===== src/rtl/piu_pchidx_iter.sv =====
// -----------------------------------------------------------------------------
// PiuPchidxIter: sequential patch-index iterator.
//
// Latches one patch bitmask chosen from NUM_SRC flattened source vectors, then
// hands out every set bit index exactly once over a valid/ready stream. Two
// issue orders: ascending from bit 0, or round-robin starting just after the
// last index handed out in any earlier run. The PIU control FSM drives
// start/abort; the per-patch instruction issue path consumes the indices.
//
// Ports:
//   clk_i          clock
//   rst_i          synchronous active-high reset
//   start_valid_i  request to load a new mask
//   start_ready_o  a start can be accepted (IDLE)
//   sel_src_i      source select; values >= NUM_SRC select an all-zero mask
//   src_vec_i      flattened sources, source k at [k*NUM_PCH +: NUM_PCH]
//   mode_i         0 = ascending, 1 = round-robin (sampled at start)
//   abort_i        abandon the current run (only honoured while iterating)
//   idx_valid_o    pchidx_o is valid
//   idx_ready_i    consumer accepts pchidx_o
//   pchidx_o       current patch index
//   idx_last_o     pchidx_o is the final set bit of the run
//   remain_cnt_o   set bits still pending
//   busy_o         not IDLE
//   done_o         one-cycle pulse when a run completes normally
// -----------------------------------------------------------------------------
module piu_pchidx_iter #(
  parameter int NUM_PCH    = 16,
  parameter int PCHADDR_BW = $clog2(NUM_PCH),
  parameter int NUM_SRC    = 4,
  parameter int SEL_BW     = $clog2(NUM_SRC)
) (
  input  logic                       clk_i,
  input  logic                       rst_i,
  input  logic                       start_valid_i,
  output logic                       start_ready_o,
  input  logic [SEL_BW-1:0]          sel_src_i,
  input  logic [NUM_SRC*NUM_PCH-1:0] src_vec_i,
  input  logic                       mode_i,
  input  logic                       abort_i,
  output logic                       idx_valid_o,
  input  logic                       idx_ready_i,
  output logic [PCHADDR_BW-1:0]      pchidx_o,
  output logic                       idx_last_o,
  output logic [PCHADDR_BW:0]        remain_cnt_o,
  output logic                       busy_o,
  output logic                       done_o
);

  typedef enum logic [1:0] {
    IDLE = 2'd0,
    ITER = 2'd1,
    DONE = 2'd2
  } state_e;

  state_e                  state_q, state_d;
  logic [NUM_PCH-1:0]      mask_q, mask_d;
  logic [PCHADDR_BW-1:0]   rr_ptr_q, rr_ptr_d;
  logic                    mode_q, mode_d;
  logic [PCHADDR_BW:0]     remain_q, remain_d;

  logic [NUM_PCH-1:0]      src_mask;
  logic [PCHADDR_BW:0]     src_pop;
  logic [PCHADDR_BW-1:0]   pick;
  logic [PCHADDR_BW-1:0]   pick_next;

  // Source selection by equality match, so an out-of-range select simply
  // matches nothing and leaves the mask at zero.
  always_comb begin
    src_mask = '0;
    for (int k = 0; k < NUM_SRC; k++) begin
      if (int'(sel_src_i) == k) begin
        src_mask = src_vec_i[k*NUM_PCH +: NUM_PCH];
      end
    end
  end

  // Popcount of the selected source, loaded as the run length at start.
  always_comb begin
    src_pop = '0;
    for (int i = 0; i < NUM_PCH; i++) begin
      src_pop = src_pop + {{PCHADDR_BW{1'b0}}, src_mask[i]};
    end
  end

  // Index picker. Both scans run from the far end toward the preferred start
  // so the last match written (the one closest to the start) wins.
  always_comb begin
    pick = '0;
    if (!mode_q) begin
      for (int i = NUM_PCH-1; i >= 0; i--) begin
        if (mask_q[i]) begin
          pick = PCHADDR_BW'(i);
        end
      end
    end else begin
      for (int k = NUM_PCH-1; k >= 0; k--) begin
        if (mask_q[(int'(rr_ptr_q) + k) % NUM_PCH]) begin
          pick = PCHADDR_BW'((int'(rr_ptr_q) + k) % NUM_PCH);
        end
      end
    end
  end

  // Round-robin pointer successor with wrap at NUM_PCH-1.
  always_comb begin
    if (pick == PCHADDR_BW'(NUM_PCH-1)) begin
      pick_next = '0;
    end else begin
      pick_next = pick + PCHADDR_BW'(1);
    end
  end

  // Next-state and output logic. Abort overrides the state transition but a
  // coincident handshake still consumes its index and moves rr_ptr.
  always_comb begin
    state_d       = state_q;
    mask_d        = mask_q;
    rr_ptr_d      = rr_ptr_q;
    mode_d        = mode_q;
    remain_d      = remain_q;
    start_ready_o = 1'b0;
    idx_valid_o   = 1'b0;
    pchidx_o      = '0;
    idx_last_o    = 1'b0;
    done_o        = 1'b0;
    unique case (state_q)
      IDLE: begin
        start_ready_o = 1'b1;
        if (start_valid_i) begin
          mask_d   = src_mask;
          mode_d   = mode_i;
          remain_d = src_pop;
          state_d  = (src_mask != '0) ? ITER : DONE;
        end
      end
      ITER: begin
        idx_valid_o = 1'b1;
        pchidx_o    = pick;
        idx_last_o  = (remain_q == (PCHADDR_BW+1)'(1));
        if (idx_ready_i) begin
          mask_d[pick] = 1'b0;
          remain_d     = remain_q - (PCHADDR_BW+1)'(1);
          rr_ptr_d     = pick_next;
          if (remain_q == (PCHADDR_BW+1)'(1)) begin
            state_d = DONE;
          end
        end
        if (abort_i) begin
          mask_d   = '0;
          remain_d = '0;
          state_d  = IDLE;
        end
      end
      DONE: begin
        done_o  = 1'b1;
        state_d = IDLE;
      end
      default: begin
        state_d = IDLE;
      end
    endcase
  end

  assign busy_o       = (state_q != IDLE);
  assign remain_cnt_o = remain_q;

  // State register with synchronous reset; rr_ptr is only cleared here so it
  // carries across runs.
  always_ff @(posedge clk_i) begin
    if (rst_i) begin
      state_q  <= IDLE;
      mask_q   <= '0;
      rr_ptr_q <= '0;
      mode_q   <= 1'b0;
      remain_q <= '0;
    end else begin
      state_q  <= state_d;
      mask_q   <= mask_d;
      rr_ptr_q <= rr_ptr_d;
      mode_q   <= mode_d;
      remain_q <= remain_d;
    end
  end

endmodule


===== config.mk =====
export PLATFORM = sky130hd
export DESIGN_NAME = piu_pchidx_iter
export DESIGN_NICKNAME = d
export VERILOG_FILES = /design/src/rtl/piu_pchidx_iter.sv
export SDC_FILE = /design/constraint.sdc
export NUM_CORES = 1
export LEC_CHECK = 0
export CORE_MARGIN = 3
export CORE_UTILIZATION = 55
export CTS_CLUSTER_DIAMETER = 100
export DETAILED_ROUTE_END_ITERATION = 10
export PLACE_DENSITY = 0.82
export SYNTH_ARGS = -nofsm -noshare
export SYNTH_HDL_FRONTEND = slang
export SYNTH_SLANG_ARGS = --single-unit

===== constraint.sdc =====
create_clock -name clk_i -period 8.2 [get_ports clk_i]
set_input_delay 2.05 -clock clk_i [delete_from_list [all_inputs] [get_ports clk_i]]
set_output_delay 2.05 -clock clk_i [all_outputs]
set_load 0.02 [all_outputs]

# Yosys cells after proc, flatten, opt, wreduce, memory -nomap -nowiden
# Index checks and enable logic that the tools add are counted.
dict set report op_classes {
  add_sub_neg 32
  order_cmp 18
  eq_ne 10
  n_mux 106
  bitwise_logic 17
  reduce_logical 25
}
# op count
set op_table {}
lappend op_table {{$mux 4} 35}
lappend op_table {{$mux 16} 7}
lappend op_table {{$lt 5x6->1 const B} 15}
lappend op_table {{$bmux 1 s4} 16}
lappend op_table {{$reduce_or 4->1} 15}
lappend op_table {{$add 5x1->5} 11}
lappend op_table {{$mux 1} 36}
lappend op_table {{$add 4x4->4 const B} 8}
lappend op_table {{$pmux 16 s2} 1}
lappend op_table {{$add 4x3->4 const B} 4}
lappend op_table {{$and 16x16->16} 1}
lappend op_table {{$not 16->16} 1}
lappend op_table {{$reduce_bool 16->1} 1}
lappend op_table {{$and 1x1->1 const A} 15}
lappend op_table {{$mux 5} 3}
lappend op_table {{$lt 4x5->1 const B} 2}
lappend op_table {{$mux 2} 5}
lappend op_table {{$pmux 5 s2} 1}
lappend op_table {{$add 4x1->4 const B} 2}
lappend op_table {{$add 4x2->4 const B} 2}
lappend op_table {{$eq 2x2->1 const B} 3}
lappend op_table {{$ne 3x3->1 const B} 2}
lappend op_table {{$reduce_and 3->1} 2}
lappend op_table {{$add 4x1->5} 1}
lappend op_table {{other kinds (15)} 19}
dict set report word_totals {
  regBits 28
  inputBits 72
  output_inout_bits 14
  wordCells 213
}

# Longest topological paths before layout
dict set report logic_depth {
  word_depth 32
  mapped_depth 20
  ltp_nobuf 15
}

# Worst setup path after synthesis
# OpenSTA, ideal clock, no wires.
dict set report synth_timing {
  path_type {input port to flip-flop}
  startpoint {in sel_src_i[0]}
  endpoint {reg remain_q[3], in the netlist remain_cnt_o[3]}
  setup_ps 129
  arrival_time_ps 6627
  required_ps 8071
  setup_slack_ps 1444
  cell_stages 16
  path_buffers 2
  cell_sequence {clkbuf_1 buf_1 mux4_2 fa_1 inv_1 fa_1 inv_1 fa_1 fa_1 ha_1 a21o_1 a21oi_1 xnor2_1 a22o_1 a22oi_1 nor2_1}
}
dict set report synth_between {
  elab_chain_len 22
  word_cells_on_any_way 25
  classes_between {add/sub: 15; eq/ne: 3; mux: 6; reduce/logical: 1}
}
# element line
set synth_rtl {}
lappend synth_rtl {{from (decl)} 37} ;# input logic [SEL_BW-1:0] sel_src_i,
lappend synth_rtl {{$logic_not 2->1} 72} ;# if (int'(sel_src_i) == k) begin
lappend synth_rtl {{$mux 16 (3 in a row)} 72}
lappend synth_rtl {{$mux 16 (*)} 72}
lappend synth_rtl {{$add 1x1->2} 82} ;# src_pop = src_pop + {{PCHADDR_BW{1'b0}}, src_mask[i]};
lappend synth_rtl {{$add 2x1->3} 82}
lappend synth_rtl {{$add 3x1->4} 82}
lappend synth_rtl {{$add 4x1->5} 82}
lappend synth_rtl {{$add 5x1->5 (10 in a row)} 82}
lappend synth_rtl {{$add 5x1->5 (*)} 82}
lappend synth_rtl {{$mux 5 (*)} 130} ;# if (start_valid_i) begin
lappend synth_rtl {{$pmux 5 s2 (*)} 127} ;# unique case (state_q)
lappend synth_rtl {{to (signal assigned)} 182} ;# remain_q <= remain_d;
lappend synth_rtl {{to (decl)} 60} ;# logic [PCHADDR_BW:0] remain_q, remain_d;
# Every way passes the cells marked *; elsewhere a longest branch is shown, timed or not. The select of a mux whose other input is x is not followed.
# A chain may end at the register's enable or synchronous reset.

# Worst setup path after layout
dict set report layout_timing {
  startpoint {reg rr_ptr_q[1]}
  endpoint {out pchidx_o[3]}
}
dict set report layout_between {
  elab_chain_len 22
  word_cells_on_any_way 80
  classes_between {add/sub: 15; mux: 65}
}
# element line
set layout_rtl {}
lappend layout_rtl {{from (decl)} 58} ;# logic [PCHADDR_BW-1:0] rr_ptr_q, rr_ptr_d;
lappend layout_rtl {{from (signal assigned)} 180} ;# rr_ptr_q <= rr_ptr_d;
lappend layout_rtl {{$add 4x4->4} {98, 99}}
lappend layout_rtl {{$bmux 1 s4} 98} ;# if (mask_q[(int'(rr_ptr_q) + k) % NUM_PCH]) begin
lappend layout_rtl {{$mux 1 (implied by the code) (2 in a row)} 98}
lappend layout_rtl {{$mux 4 (15 in a row)} 98}
lappend layout_rtl {{$mux 4 (*)} 98}
lappend layout_rtl {{$mux 4 (*)} 90} ;# if (!mode_q) begin
lappend layout_rtl {{$mux 4 (*)} 127}
lappend layout_rtl {{to (decl)} 43} ;# output logic [PCHADDR_BW-1:0] pchidx_o,
# Marks and branches as above.

==> impl_metrics.env <==
export IMPL_rows=33
export IMPL_max_vdd_ir_drop_v=0.0001728
export IMPL_ant_nets=0
export IMPL_worstPathRequired_ns=6.15
export IMPL_fmax_mhz=143.1
export IMPL_dpl_worst_slack_ns=1.044
export IMPL_fp_dieW_um=100.5
export IMPL_io_pins=86
export IMPL_start_kind="flop"
export IMPL_syn_inst=550
export IMPL_end_kind="primary output"
export IMPL_vias_per_cell=6.872
export IMPL_cts_max_level=1
export IMPL_clockBufferDepth=2
export IMPL_synth_seq_cells=28
export IMPL_grt_overflow_total=0
export IMPL_track_usage_pct=29.32
export IMPL_postCtsSetupBuffers=0
export IMPL_met2WireLength_um=7362
export IMPL_relSlewSlack_pct=18.28
export IMPL_clk_pin_slew_ns=0.10
export IMPL_syn_cell_area_um2=4910
export IMPL_hpwlAfterDp_um=11500
export IMPL_worst_slew_pin_transition_ns=1.221
export IMPL_cp_top_family="compound AO/OA/AOI/OAI gates"
export IMPL_port_buffers=85
export IMPL_min_path_type="flop to flop"
export IMPL_hold_viol=0
export IMPL_powerDensity_nw_per_um2=218.9
export IMPL_final_cells=703
export IMPL_wl_um=14650
export IMPL_wl_met3_um=1333
export IMPL_p_leak_nw=2.132
export IMPL_synth_cell_types=69
export IMPL_fin_nets=700
export IMPL_drc=0
export IMPL_routabilityCongestion=0.9087
export IMPL_highest_layer="met4"
export IMPL_grt_first_pass_wirelength_um=23690
export IMPL_cts_made_buffers=3
export IMPL_path_buf_inv=2
export IMPL_fillCellCount=675
export IMPL_r2r_slack_ns=3.47
export IMPL_min_period_ns=6.987
export IMPL_critPathMaxFanout=16
export IMPL_synth_seq_area_share_pct=11.42
export IMPL_fp_coreArea_um2=8423
export IMPL_outcome="finished clean"
export IMPL_clock_sinks=28
export IMPL_clock_latency_ns=0.29
export IMPL_syn2layout_area_growth_pct=17.66
export IMPL_arrival_ns=4.94
export IMPL_antenna_found_initial=0
export IMPL_via_count=4831
export IMPL_worst_path_largest_cell_delay_ns=0.78
export IMPL_period_share_pct=85.20
export IMPL_initial_core_util_pct=58.29
export IMPL_holdBufCountCts=0
export IMPL_cts_tree="built"
export IMPL_drv_cap=0
export IMPL_die_y_um=100.5
export IMPL_post_place_cells=699
export IMPL_power_total_mw=1.265
export IMPL_maxSlewViolCount=0
export IMPL_finalSetupViolCount=0
export IMPL_async_flop_share_pct=0
export IMPL_drt_iter0_markers=338
export IMPL_clockRootBuffer="clkbuf_8"
export IMPL_layout_setup_ws_ns=1.213
export IMPL_setup_tns_ns=0
export IMPL_fp_dieArea_um2=10100
export IMPL_avgSynthCellArea_um2=8.927
export IMPL_crit_chain="inv_1, ha_1, mux4_2, mux2i_1, o21ai_1, a221oi_1, nor2b_1, a221oi_1, nand2_1, nor2_1, clkdlybuf4s50_1"
export IMPL_yosysWarnings=0
export IMPL_skew_ns=0.01015
export IMPL_worst_path_max_delay_cell="ha_1"
export IMPL_synth_edf_count=0
export IMPL_grt_max_degree=32
export IMPL_antennaDiodeCount=0
export IMPL_met1_length_um=5314
export IMPL_drtPass1Iterations=6
export IMPL_ys_flop_type="dfxtp_1"
export IMPL_ctsResizeCount=0
export IMPL_path_common_cell="a221oi_1"
export IMPL_syn_num_nets=651
export IMPL_grt_pass1_vias=4881
export IMPL_critical_path_class="flop to primary output"
export IMPL_utilization_pct=68.58
export IMPL_avgRoutedWirePerCell_um=20.83
export IMPL_rsz0062_at_grt="no"
export IMPL_drive_gt1_share_pct=15.89
## sequential cells by signal (all words and copies together) (netlist names)
signal and flops:
mask_q 16, mode_q 1, remain_cnt_o 5, rr_ptr_q 4, state_q 2
## tightest hold or removal path, stage by stage, from the launching register on
cell	delay, ns
dfxtp_1	0.35
o21ai_0	0.08
a21oi_1	0.06
## layout by cell type, fill, tap and decap left out, types with 4 or more instances in the layout
master and count:
o211ai_1 4, clkbuf_8 4, a22o_1 4, mux2i_1 25, mux4_2 52, nand2b_1 5, a21o_1 15, o21a_1 4
fa_1 10, nand3_1 15, nor3_1 10, nor4_1 4, o31ai_1 4, o21ai_0 16, mux2_2 13, a211oi_1 8
o21ai_1 21, buf_4 6, clkdlybuf4s50_1 85, nor2_1 41, and2_1 6, inv_1 43, nor2b_1 9, a22oi_1 21
a21oi_1 21, a221oi_1 6, dfxtp_1 28, xor2_2 4, ha_1 19, xnor2_1 7, nand2_1 29
## cells in the mapped netlist (13+ instances only)
| cell | number | area (µm²) |
|---|---|---|
| o21ai_1 | 21 | 105.1 |
| a21o_1 | 15 | 112.6 |
| clkbuf_1 | 33 | 123.9 |
| mux4_2 | 52 | 1171 |
| nand2_1 | 29 | 108.9 |
| nand3_1 | 15 | 75.07 |
| nor2_1 | 41 | 153.9 |
| a21oi_1 | 21 | 105.1 |
| mux2i_1 | 25 | 250.2 |
| inv_1 | 43 | 161.4 |
| mux2_2 | 13 | 146.4 |
| dfxtp_1 | 28 | 560.5 |
| a22oi_1 | 21 | 157.7 |
| ha_1 | 19 | 237.7 |
| o21ai_0 | 16 | 80.08 |
## cell type report
cell class,instances,area [µm²],area share [%]
Inverter,45,168.9,2.924
Multi-Input combinational cell,430,3965,68.64
Sequential cell,28,560.5,9.703
Clock buffer,4,55.05,0.9530
Tap cell,105,131.4,2.274
Timing Repair Buffer,91,895.9,15.51
## power by group
group | total [mW] | switching (mW) | internal (mW)
clock | 0.0888 | 0.0456 | 0.0432
sequential | 0.210 | 0.0536 | 0.156
combinational | 0.966 | 0.521 | 0.445
## worst paths after layout
check | startpoint | endpoint | depth (start not counted)
hold / removal | remain_cnt_o[4]$_SDFFE_PP0P_ | remain_cnt_o[4]$_SDFFE_PP0P_ | 2
setup reg to reg | rr_ptr_q[1]$_SDFFE_PP0P_ | rr_ptr_q[2]$_SDFFE_PP0P_ | 14
hold reg to reg | remain_cnt_o[4]$_SDFFE_PP0P_ | remain_cnt_o[4]$_SDFFE_PP0P_ | 2
setup / recovery | rr_ptr_q[1]$_SDFFE_PP0P_ | pchidx_o[3] | 11
## cell families after synthesis
logic type	count (synthesis)	synth area share, %
buffers and inverters	92	7.823
muxes	91	32.21
xor gates and xnor gates	13	3.084
and+or+nand+nor	140	14.02
adders and majority gates	29	8.919
DFF	28	11.42
AOI/OAI and AO/OA	157	22.53
## per-layer routing
layer / global-route usage, % / vias to the layer above
li1: - / 2173
met1: 35.51 / 2292
met2: 50.92 / 316
met3: 4.567 / 50
met4: 13.99 / 0
met5: 0 / -
## metrics by stage
step / hold slack [ns] / area (µm²)
finish: 0.5166 / 5777
detailed placement: 0.4972 / 5722
CTS: 0.5137 / 5777
floorplan: 0.5614 / 4910
global placement: 0.4917 / 5722
global route: 0.5546 / 5777
(Power assumes the default switching activity.)
